--- config.mk ---
export PLATFORM = sky130hd
export DESIGN_NAME = microwave_controller_flat
export DESIGN_NICKNAME = d
export VERILOG_FILES = /design/src/rtl/microwave_controller_if.sv /design/src/rtl/microwave_controller.sv /design/src/flat_wrapper.sv
export SDC_FILE = /design/constraint.sdc
export NUM_CORES = 1
export LEC_CHECK = 0
export CAP_MARGIN = 15
export CORE_MARGIN = 2
export CORE_UTILIZATION = 50
export DETAILED_ROUTE_END_ITERATION = 12
export GPL_TIMING_DRIVEN = 0
export PLACE_DENSITY_LB_ADDON = 0.15
export SLEW_MARGIN = 5
export SYNTH_ARGS = -nofsm -noshare
export SYNTH_HDL_FRONTEND = slang
export SYNTH_SLANG_ARGS = --single-unit
--- constraint.sdc ---
create_clock -name clock -period 2.7 [get_ports clock]
set_input_delay 0.405 -clock clock [delete_from_list [all_inputs] [get_ports clock]]
set_output_delay 0.405 -clock clock [all_outputs]
set_load 0.1 [all_outputs]
--- src/rtl/microwave_controller_if.sv ---
// Purpose : Signal bundle between the microwave controller and its surroundings
//           (keypad, front-panel buttons, door switch and the cook timer).
// Modports:
//    master - the controller: reads keypad/buttons/door/timer_zero,
//             drives load_data, loadn, timer_en, mag_on, state_o, beep
//    slave  - the environment: the opposite directions
// Signals :
//    key_valid   1  one-cycle strobe, key_digit valid
//    key_digit   4  BCD digit 0-9 (10-15 are ignored by the controller)
//    startn      1  start button, active-low level
//    stopn       1  stop/clear button, active-low level
//    door_closed 1  1 = door closed
//    timer_zero  1  zero flag from the timer
//    load_data   4  digit into the timer load chain
//    loadn       1  one-cycle load/shift strobe (active-high pulse)
//    timer_en    1  one-cycle count-down enable
//    mag_on      1  magnetron drive
//    state_o     3  current controller state
//    beep        1  end-of-cook alarm
interface microwave_controller_if;
   logic       key_valid;
   logic [3:0] key_digit;
   logic       startn;
   logic       stopn;
   logic       door_closed;
   logic       timer_zero;
   logic [3:0] load_data;
   logic       loadn;
   logic       timer_en;
   logic       mag_on;
   logic [2:0] state_o;
   logic       beep;

   modport master (
      input  key_valid, key_digit, startn, stopn, door_closed, timer_zero,
      output load_data, loadn, timer_en, mag_on, state_o, beep
   );

   modport slave (
      output key_valid, key_digit, startn, stopn, door_closed, timer_zero,
      input  load_data, loadn, timer_en, mag_on, state_o, beep
   );
endinterface

--- src/rtl/microwave_controller.sv ---
// Purpose : Sequencing FSM for the microwave cook timer. Shifts keypad digits
//           into the timer load chain, generates the one-second count-down
//           enable, drives the magnetron and reacts to door/stop/start events.
// Ports   :
//    clock  - system clock, all logic on the rising edge
//    clrn   - synchronous active-low reset
//    bus    - microwave_controller_if.master (keypad, buttons, door, timer
//             handshake and status outputs)
// Parameters:
//    TICK_DIV    - clock cycles per timer_en pulse
//    MAX_DIGITS  - keypad digits accepted per entry, also zero-shifts on CLEAR
//    BEEP_CYCLES - beep length on entry to DONE
// Build option:
//    MW_DONE_BEEP_EN - when defined, beep sounds for BEEP_CYCLES cycles on entry
//                      to DONE (or until DONE exits); otherwise beep is tied low.
module microwave_controller #(
   parameter int TICK_DIV    = 100,
   parameter int MAX_DIGITS  = 3,
   parameter int BEEP_CYCLES = 50
) (
   input logic                   clock,
   input logic                   clrn,
   microwave_controller_if.master bus
);

   localparam int PW = $clog2(TICK_DIV + 1);
   localparam int CW = $clog2(MAX_DIGITS + 1);
   localparam logic [PW-1:0] PRESC_LAST = PW'(TICK_DIV - 1);
   localparam logic [CW-1:0] DIGITS_MAX = CW'(MAX_DIGITS);

   typedef enum logic [2:0] {
      IDLE  = 3'd0,
      ENTRY = 3'd1,
      COOK  = 3'd2,
      PAUSE = 3'd3,
      DONE  = 3'd4,
      CLEAR = 3'd5
   } state_t;

   state_t        state, next_state;
   logic [PW-1:0] presc, presc_nxt;
   logic [CW-1:0] digit_cnt, digit_cnt_nxt;
   logic [CW-1:0] clr_cnt, clr_cnt_nxt;
   logic [3:0]    load_data_q, load_data_nxt;
   logic          loadn_q, loadn_nxt;
   logic          timer_en_q, timer_en_nxt;
   logic          mag_on_q, mag_on_nxt;
   logic          start_prev, stop_prev;
   logic          start_evt, stop_evt, key_ok;

   // Buttons are levels; an event is the cycle the level first goes low.
   assign start_evt = start_prev & ~bus.startn;
   assign stop_evt  = stop_prev  & ~bus.stopn;
   assign key_ok    = bus.key_valid && (bus.key_digit <= 4'd9);

   // Next-state and next-output decode. Outputs are registered, so every
   // strobe appears the cycle after the event that caused it. Within a state
   // the if/else order encodes the priority stop > door open > start > key.
   always_comb begin
      next_state    = state;
      presc_nxt     = presc;
      digit_cnt_nxt = digit_cnt;
      clr_cnt_nxt   = clr_cnt;
      load_data_nxt = load_data_q;
      loadn_nxt     = 1'b0;
      timer_en_nxt  = 1'b0;

      case (state)
         IDLE, ENTRY: begin
            if (stop_evt) begin
               // First zero-shift is issued on entry so the CLEAR pulses
               // line up with the CLEAR state cycles.
               next_state    = CLEAR;
               load_data_nxt = 4'd0;
               loadn_nxt     = 1'b1;
               clr_cnt_nxt   = CW'(1);
            end else if (start_evt && bus.door_closed && !bus.timer_zero) begin
               next_state = COOK;
               presc_nxt  = '0;
            end else if (key_ok && (digit_cnt < DIGITS_MAX)) begin
               next_state    = ENTRY;
               load_data_nxt = bus.key_digit;
               loadn_nxt     = 1'b1;
               digit_cnt_nxt = digit_cnt + 1'b1;
            end
         end

         COOK: begin
            if (stop_evt || !bus.door_closed) begin
               // Prescaler is left untouched so a resumed cook keeps its phase.
               next_state = PAUSE;
            end else if (bus.timer_zero) begin
               next_state = DONE;
            end else if (presc == PRESC_LAST) begin
               presc_nxt    = '0;
               timer_en_nxt = 1'b1;
            end else begin
               presc_nxt = presc + 1'b1;
            end
         end

         PAUSE: begin
            if (stop_evt) begin
               next_state    = CLEAR;
               load_data_nxt = 4'd0;
               loadn_nxt     = 1'b1;
               clr_cnt_nxt   = CW'(1);
            end else if (start_evt && bus.door_closed) begin
               next_state = COOK;
            end
         end

         DONE: begin
            if (stop_evt || !bus.door_closed || key_ok) begin
               next_state    = IDLE;
               digit_cnt_nxt = '0;
            end
         end

         CLEAR: begin
            if (clr_cnt < DIGITS_MAX) begin
               load_data_nxt = 4'd0;
               loadn_nxt     = 1'b1;
               clr_cnt_nxt   = clr_cnt + 1'b1;
            end else begin
               next_state    = IDLE;
               digit_cnt_nxt = '0;
               clr_cnt_nxt   = '0;
            end
         end

         default: next_state = IDLE;
      endcase

      mag_on_nxt = (next_state == COOK);
   end

   // State, counters, registered outputs and button history.
   always_ff @(posedge clock) begin
      if (!clrn) begin
         state       <= IDLE;
         presc       <= '0;
         digit_cnt   <= '0;
         clr_cnt     <= '0;
         load_data_q <= 4'd0;
         loadn_q     <= 1'b0;
         timer_en_q  <= 1'b0;
         mag_on_q    <= 1'b0;
         start_prev  <= 1'b1;
         stop_prev   <= 1'b1;
      end else begin
         state       <= next_state;
         presc       <= presc_nxt;
         digit_cnt   <= digit_cnt_nxt;
         clr_cnt     <= clr_cnt_nxt;
         load_data_q <= load_data_nxt;
         loadn_q     <= loadn_nxt;
         timer_en_q  <= timer_en_nxt;
         mag_on_q    <= mag_on_nxt;
         start_prev  <= bus.startn;
         stop_prev   <= bus.stopn;
      end
   end

   assign bus.load_data = load_data_q;
   assign bus.loadn     = loadn_q;
   assign bus.timer_en  = timer_en_q;
   assign bus.mag_on    = mag_on_q;
   assign bus.state_o   = state;

`ifdef MW_DONE_BEEP_EN
   localparam int BW = $clog2(BEEP_CYCLES + 1);

   logic [BW-1:0] beep_cnt;
   logic          beep_q;

   // beep_cnt counts cycles already sounded; the alarm drops when it reaches
   // BEEP_CYCLES or as soon as the FSM leaves DONE.
   always_ff @(posedge clock) begin
      if (!clrn) begin
         beep_q   <= 1'b0;
         beep_cnt <= '0;
      end else if ((next_state == DONE) && (state != DONE)) begin
         beep_q   <= (BEEP_CYCLES > 0);
         beep_cnt <= BW'(1);
      end else if ((next_state == DONE) && beep_q && (beep_cnt < BW'(BEEP_CYCLES))) begin
         beep_cnt <= beep_cnt + 1'b1;
      end else begin
         beep_q <= 1'b0;
      end
   end

   assign bus.beep = beep_q;
`else
   // Alarm not built: the comparison is constant-false and only keeps
   // BEEP_CYCLES referenced in this configuration.
   assign bus.beep = (BEEP_CYCLES < 0);
`endif

endmodule
--- src/flat_wrapper.sv ---
// flat-port wrapper written by rule: the top's interface ports become plain ports
module microwave_controller_flat 
#(
   parameter int TICK_DIV    = 100,
   parameter int MAX_DIGITS  = 3,
   parameter int BEEP_CYCLES = 50
)
  (clock, clrn, bus_key_valid, bus_key_digit, bus_startn, bus_stopn, bus_door_closed, bus_timer_zero, bus_load_data, bus_loadn, bus_timer_en, bus_mag_on, bus_state_o, bus_beep);
  microwave_controller_if bus_i ();
  input logic clock;
  input logic clrn;
  input wire logic [$bits(bus_i.key_valid)-1:0] bus_key_valid;
  input wire logic [$bits(bus_i.key_digit)-1:0] bus_key_digit;
  input wire logic [$bits(bus_i.startn)-1:0] bus_startn;
  input wire logic [$bits(bus_i.stopn)-1:0] bus_stopn;
  input wire logic [$bits(bus_i.door_closed)-1:0] bus_door_closed;
  input wire logic [$bits(bus_i.timer_zero)-1:0] bus_timer_zero;
  output wire logic [$bits(bus_i.load_data)-1:0] bus_load_data;
  output wire logic [$bits(bus_i.loadn)-1:0] bus_loadn;
  output wire logic [$bits(bus_i.timer_en)-1:0] bus_timer_en;
  output wire logic [$bits(bus_i.mag_on)-1:0] bus_mag_on;
  output wire logic [$bits(bus_i.state_o)-1:0] bus_state_o;
  output wire logic [$bits(bus_i.beep)-1:0] bus_beep;
  assign bus_i.key_valid = bus_key_valid;
  assign bus_i.key_digit = bus_key_digit;
  assign bus_i.startn = bus_startn;
  assign bus_i.stopn = bus_stopn;
  assign bus_i.door_closed = bus_door_closed;
  assign bus_i.timer_zero = bus_timer_zero;
  assign bus_load_data = bus_i.load_data;
  assign bus_loadn = bus_i.loadn;
  assign bus_timer_en = bus_i.timer_en;
  assign bus_mag_on = bus_i.mag_on;
  assign bus_state_o = bus_i.state_o;
  assign bus_beep = bus_i.beep;
  microwave_controller #(.TICK_DIV(TICK_DIV), .MAX_DIGITS(MAX_DIGITS), .BEEP_CYCLES(BEEP_CYCLES)) u_core (.clock(clock), .clrn(clrn), .bus(bus_i));
endmodule
==> impl.org <==
** Global routing
- The first global-routing pass estimated 4770 um of wire.
- Number of antenna violations at the first check in global routing :: 0
- Overall Global Routing Usage :: 0.221
- For this run the aggregate overflow at the end of global routing stands at 0.
- Entering global routing, the biggest net connects 15 pins.
- Via count of the first global-routing pass :: 1120

** Timing
- Slew Limit Fails :: 0
- Setup repair after global routing left no endpoint under its margin.
- The worst path needs 2.36 ns of the cycle, external delays included.
- Number of endpoints failing setup at the final stage :: 0
- Slew margin rel. :: 0.347
- Worst slack on hold paths :: 0.468 ns
- Worst Max-Slew Pin Slew :: 0.976 ns
- Achievable Freq :: 423 MHz
- Across the routed clock network, the largest skew measured is 0.0162 ns.
- Final Hold Vio Count :: 0
- In the finished design, the share of the clock period the worst path needs comes to 0.875.
- Setup total negative slack on the finished layout was measured at 0 ns.

** Clock tree
- Largest buffer count on any clock path :: 2
- Gates resized during post-CTS repair numbered 0.
- The number of hold buffers added after CTS was 0.
- Clock transition at the register clock pins on the worst setup and hold paths after CTS :: 0.14 ns
- TritonCTS built the clock tree.
- CTS Root Buffer Type :: sky130_fd_sc_hd__clkbuf_4
- In this run, CTS created clock tree buffers numbering 3.
- Counting every sink on the clock net gives 23.
- Clock Latency Late Sink :: 0.33 ns
- Buffers added to address setup during post-CTS repair amount to 0.
- Max H-tree Level :: 1

** Logic synthesis
- Average cell area after synthesis :: 8.67 um2
- Fraction of registers with async set or reset after synthesis :: 0
- Post-synthesis cell area :: 1300 um2
- Yosys synthesis warning count :: 0
- Synthesis produced a netlist with a net count of 164.
- Distinct cell type count after synthesis :: 52
- Flip-flop and latch count after synthesis :: 23
- The synthesized design spends more area on one cell type than any other, namely sky130_fd_sc_hd__dfxtp_1.
- Number of standard cells after synthesis :: 150
- Number of enable-type register cells in the synthesized netlist :: 0
- The share of synthesized area in the top cell type comes to 0.354.
- For this run, the leading register cell type out of synthesis is sky130_fd_sc_hd__dfxtp_1.
- For this run, the register share of the synthesized area comes to 0.354.
- Ranking of synthesized cells by area :: sky130_fd_sc_hd__dfxtp_1 (35%), sky130_fd_sc_hd__nand2_1 (5.5%), sky130_fd_sc_hd__a21oi_1 (3.5%)

** Worst setup path
- On the worst path, the slowest cell contributes a delay of 1.18 ns.
- CP Cell Sequence :: clkdlybuf4s50_1
- Instance count on the critical path :: 1
- In this run the worst path has a maximum fanout of 7.
- Worst path buffer plus inverter count :: 1
- Broken down by cell family, the worst path's largest delay share belongs to buffers and inverters.
- STA classifies the critical path endpoint as an output pin.
- Startpoint class of the critical path :: register
- Data arrival time of the worst path :: 1.96 ns
- The largest individual stage delay along the critical path comes from the cell sky130_fd_sc_hd__clkdlybuf4s50_1.
- FF-to-FF path depth :: 5
- CP Class :: reg -> out
- Required time worst endpoint :: 2.30 ns

** Die
- Chip width :: 55.0 um
- Std-Cell Core Area :: 2480 um2
- The die covers 3020 um2.
- Number of placement rows :: 18
- Initial core utilization :: 0.525
- Top Ports :: 22
- Floorplan die height :: 55.0 um

** Routing
- Post-DRT Antenna Nets :: 0
- The detailed router finished its first iteration with 29 violations.
- After detailed routing, the total wire length is 2900 um.
- For this run, design rule violations remaining after detail routing come to 0.
- Before antenna repair, the detailed router went through 4 iterations.
- After detailed routing, the average wire length per cell comes to 14.2 um.
- After detailed routing, the number of vias per cell comes to 5.81.
- Across all layers, the routed design uses 1185 vias.

** Layout
- Final #Nets :: 189
- Ant. Diodes :: 0
- In the layout the commonest cells are sky130_fd_sc_hd__dfxtp_1 (23), sky130_fd_sc_hd__clkdlybuf4s50_1 (20), sky130_fd_sc_hd__nand2_1 (19), sky130_fd_sc_hd__o21ai_0 (9), sky130_fd_sc_hd__a21oi_1 (9).
- The area growth from synthesis to layout is 20.6%.
- Most common cell after layout, fill and taps aside :: sky130_fd_sc_hd__dfxtp_1
- Of the cells placed in the final design, the portion with a size suffix greater than 1 is 0.103.

** Min path
- Min-Delay Path Depth :: 2
- The min-delay analysis places its worst path in the category reg -> reg.

** Power
- Leakage power of the design :: 0.610 nW
- Power spread over the standard cell area amounts to 540 nW/um2.
- IR drop worst, VDD :: 0.000367 V
- Overall power consumption after layout is estimated at 847 uW.

** Flow run
- Across the run, the number of max-cap violations was 0.

** Outcome
- The flow ran to the end, and the final reports show no timing, DRC or antenna violations.

** Placement
- Post-detail-place hpwl :: 2190 um
- Routability-driven placement finished with a final weighted congestion of 0.847.
- Number of port buffers :: 20
final cells by class:
| cell class | instances | area (um2) |
|---|---|---|
| Buffer | 7 | 48.8 |
| Sequential cell | 23 | 460 |
| Clock buffer | 3 | 22.5 |
| Multi-Input combinational cell | 112 | 761 |
| Inverter | 8 | 30.0 |
| Tap cell | 30 | 37.5 |
| Clock inverter | 1 | 7.51 |
| Timing Repair Buffer | 20 | 200 |
| Fill cell | 229 | 910 |
state kept, by name (all words and copies together) (netlist names):
signal and cells:
u_core.presc 7, u_core.bus.load_data 4, u_core.bus.state_o 3, u_core.clr_cnt 2
u_core.digit_cnt 2, u_core.bus.loadn 1, u_core.bus.mag_on 1, u_core.bus.timer_en 1
u_core.start_prev 1, u_core.stop_prev 1
logic make-up (layout without fill, tap and decap cells):
| logic type | Yosys count | in the layout | share of synthesized area |
|---|---|---|---|
| and+or+nand+nor | 63 | 63 | 0.299 |
| AOI/OAI and AO/OA | 39 | 39 | 0.210 |
| DFF | 23 | 23 | 0.354 |
| buffers and inverters | 15 | 39 | 0.0606 |
| muxes | 4 | 4 | 0.0308 |
| adders and majority gates | 3 | 3 | 0.0289 |
| xor gates and xnor gates | 2 | 2 | 0.0135 |
| other | 1 | 1 | 0.00288 |
power by group:
group	internal, mW	total, mW	leakage (nW)	switching, mW
sequential	0.360	0.376	0.188	0.0155
combinational	0.0974	0.303	0.408	0.205
clock	0.0568	0.168	0.0139	0.111
metal layers:
| metal | up-vias | global-route usage | part of all wire |
|---|---|---|---|
| met2 | 41 | 0.359 | 0.43 |
| met5 | - | 0 | 0 |
| met1 | 550 | 0.282 | 0.49 |
| met4 | 0 | 0.0976 | 0.017 |
| met3 | 7 | 0.0430 | 0.054 |
| li1 | 587 | - | - |
metrics by stage:
step	worst slack (ns)	util	instance area, um2	instances
3_5_place_dp	0.399	0.621	1540	200
2_1_floorplan	0.478	-	1300	150
3_3_place_gp	0.404	0.621	1540	200
4_1_cts	0.332	0.633	1570	204
5_1_grt	0.263	0.633	1570	204
6_report	0.337	0.633	1570	204
path summary, 6_finish.rpt:
kind / endpoint / start / slack (ns)
setup / recovery: bus_state_o[2] / u_core.bus.state_o[2] / 0.34
hold / removal: u_core.bus.load_data[0] / u_core.bus.load_data[0] / 0.47
setup reg to reg: u_core.presc[0] / u_core.bus.state_o[2] / 0.86
hold reg to reg: u_core.bus.load_data[0] / u_core.bus.load_data[0] / 0.47
cells in the mapped netlist, drive strengths merged (2+ instances only):
| cell type | count |
|---|---|
| a211oi | 3 |
| or2 | 2 |
| nand3 | 2 |
| o211a | 2 |
| mux2i | 4 |
| or3 | 5 |
| a22oi | 2 |
| a2111o | 2 |
| dfxtp | 23 |
| a21oi | 10 |
| o22ai | 4 |
| nor3b | 3 |
| nor2 | 6 |
| ha | 3 |
| nor4b | 2 |
| nor3 | 3 |
| nor2b | 4 |
| nand2b | 3 |
| buf | 6 |
| xor2 | 2 |
| inv | 8 |
| nand4 | 2 |
| o21ai | 9 |
| nand2 | 19 |
(Power assumes the default switching activity.)
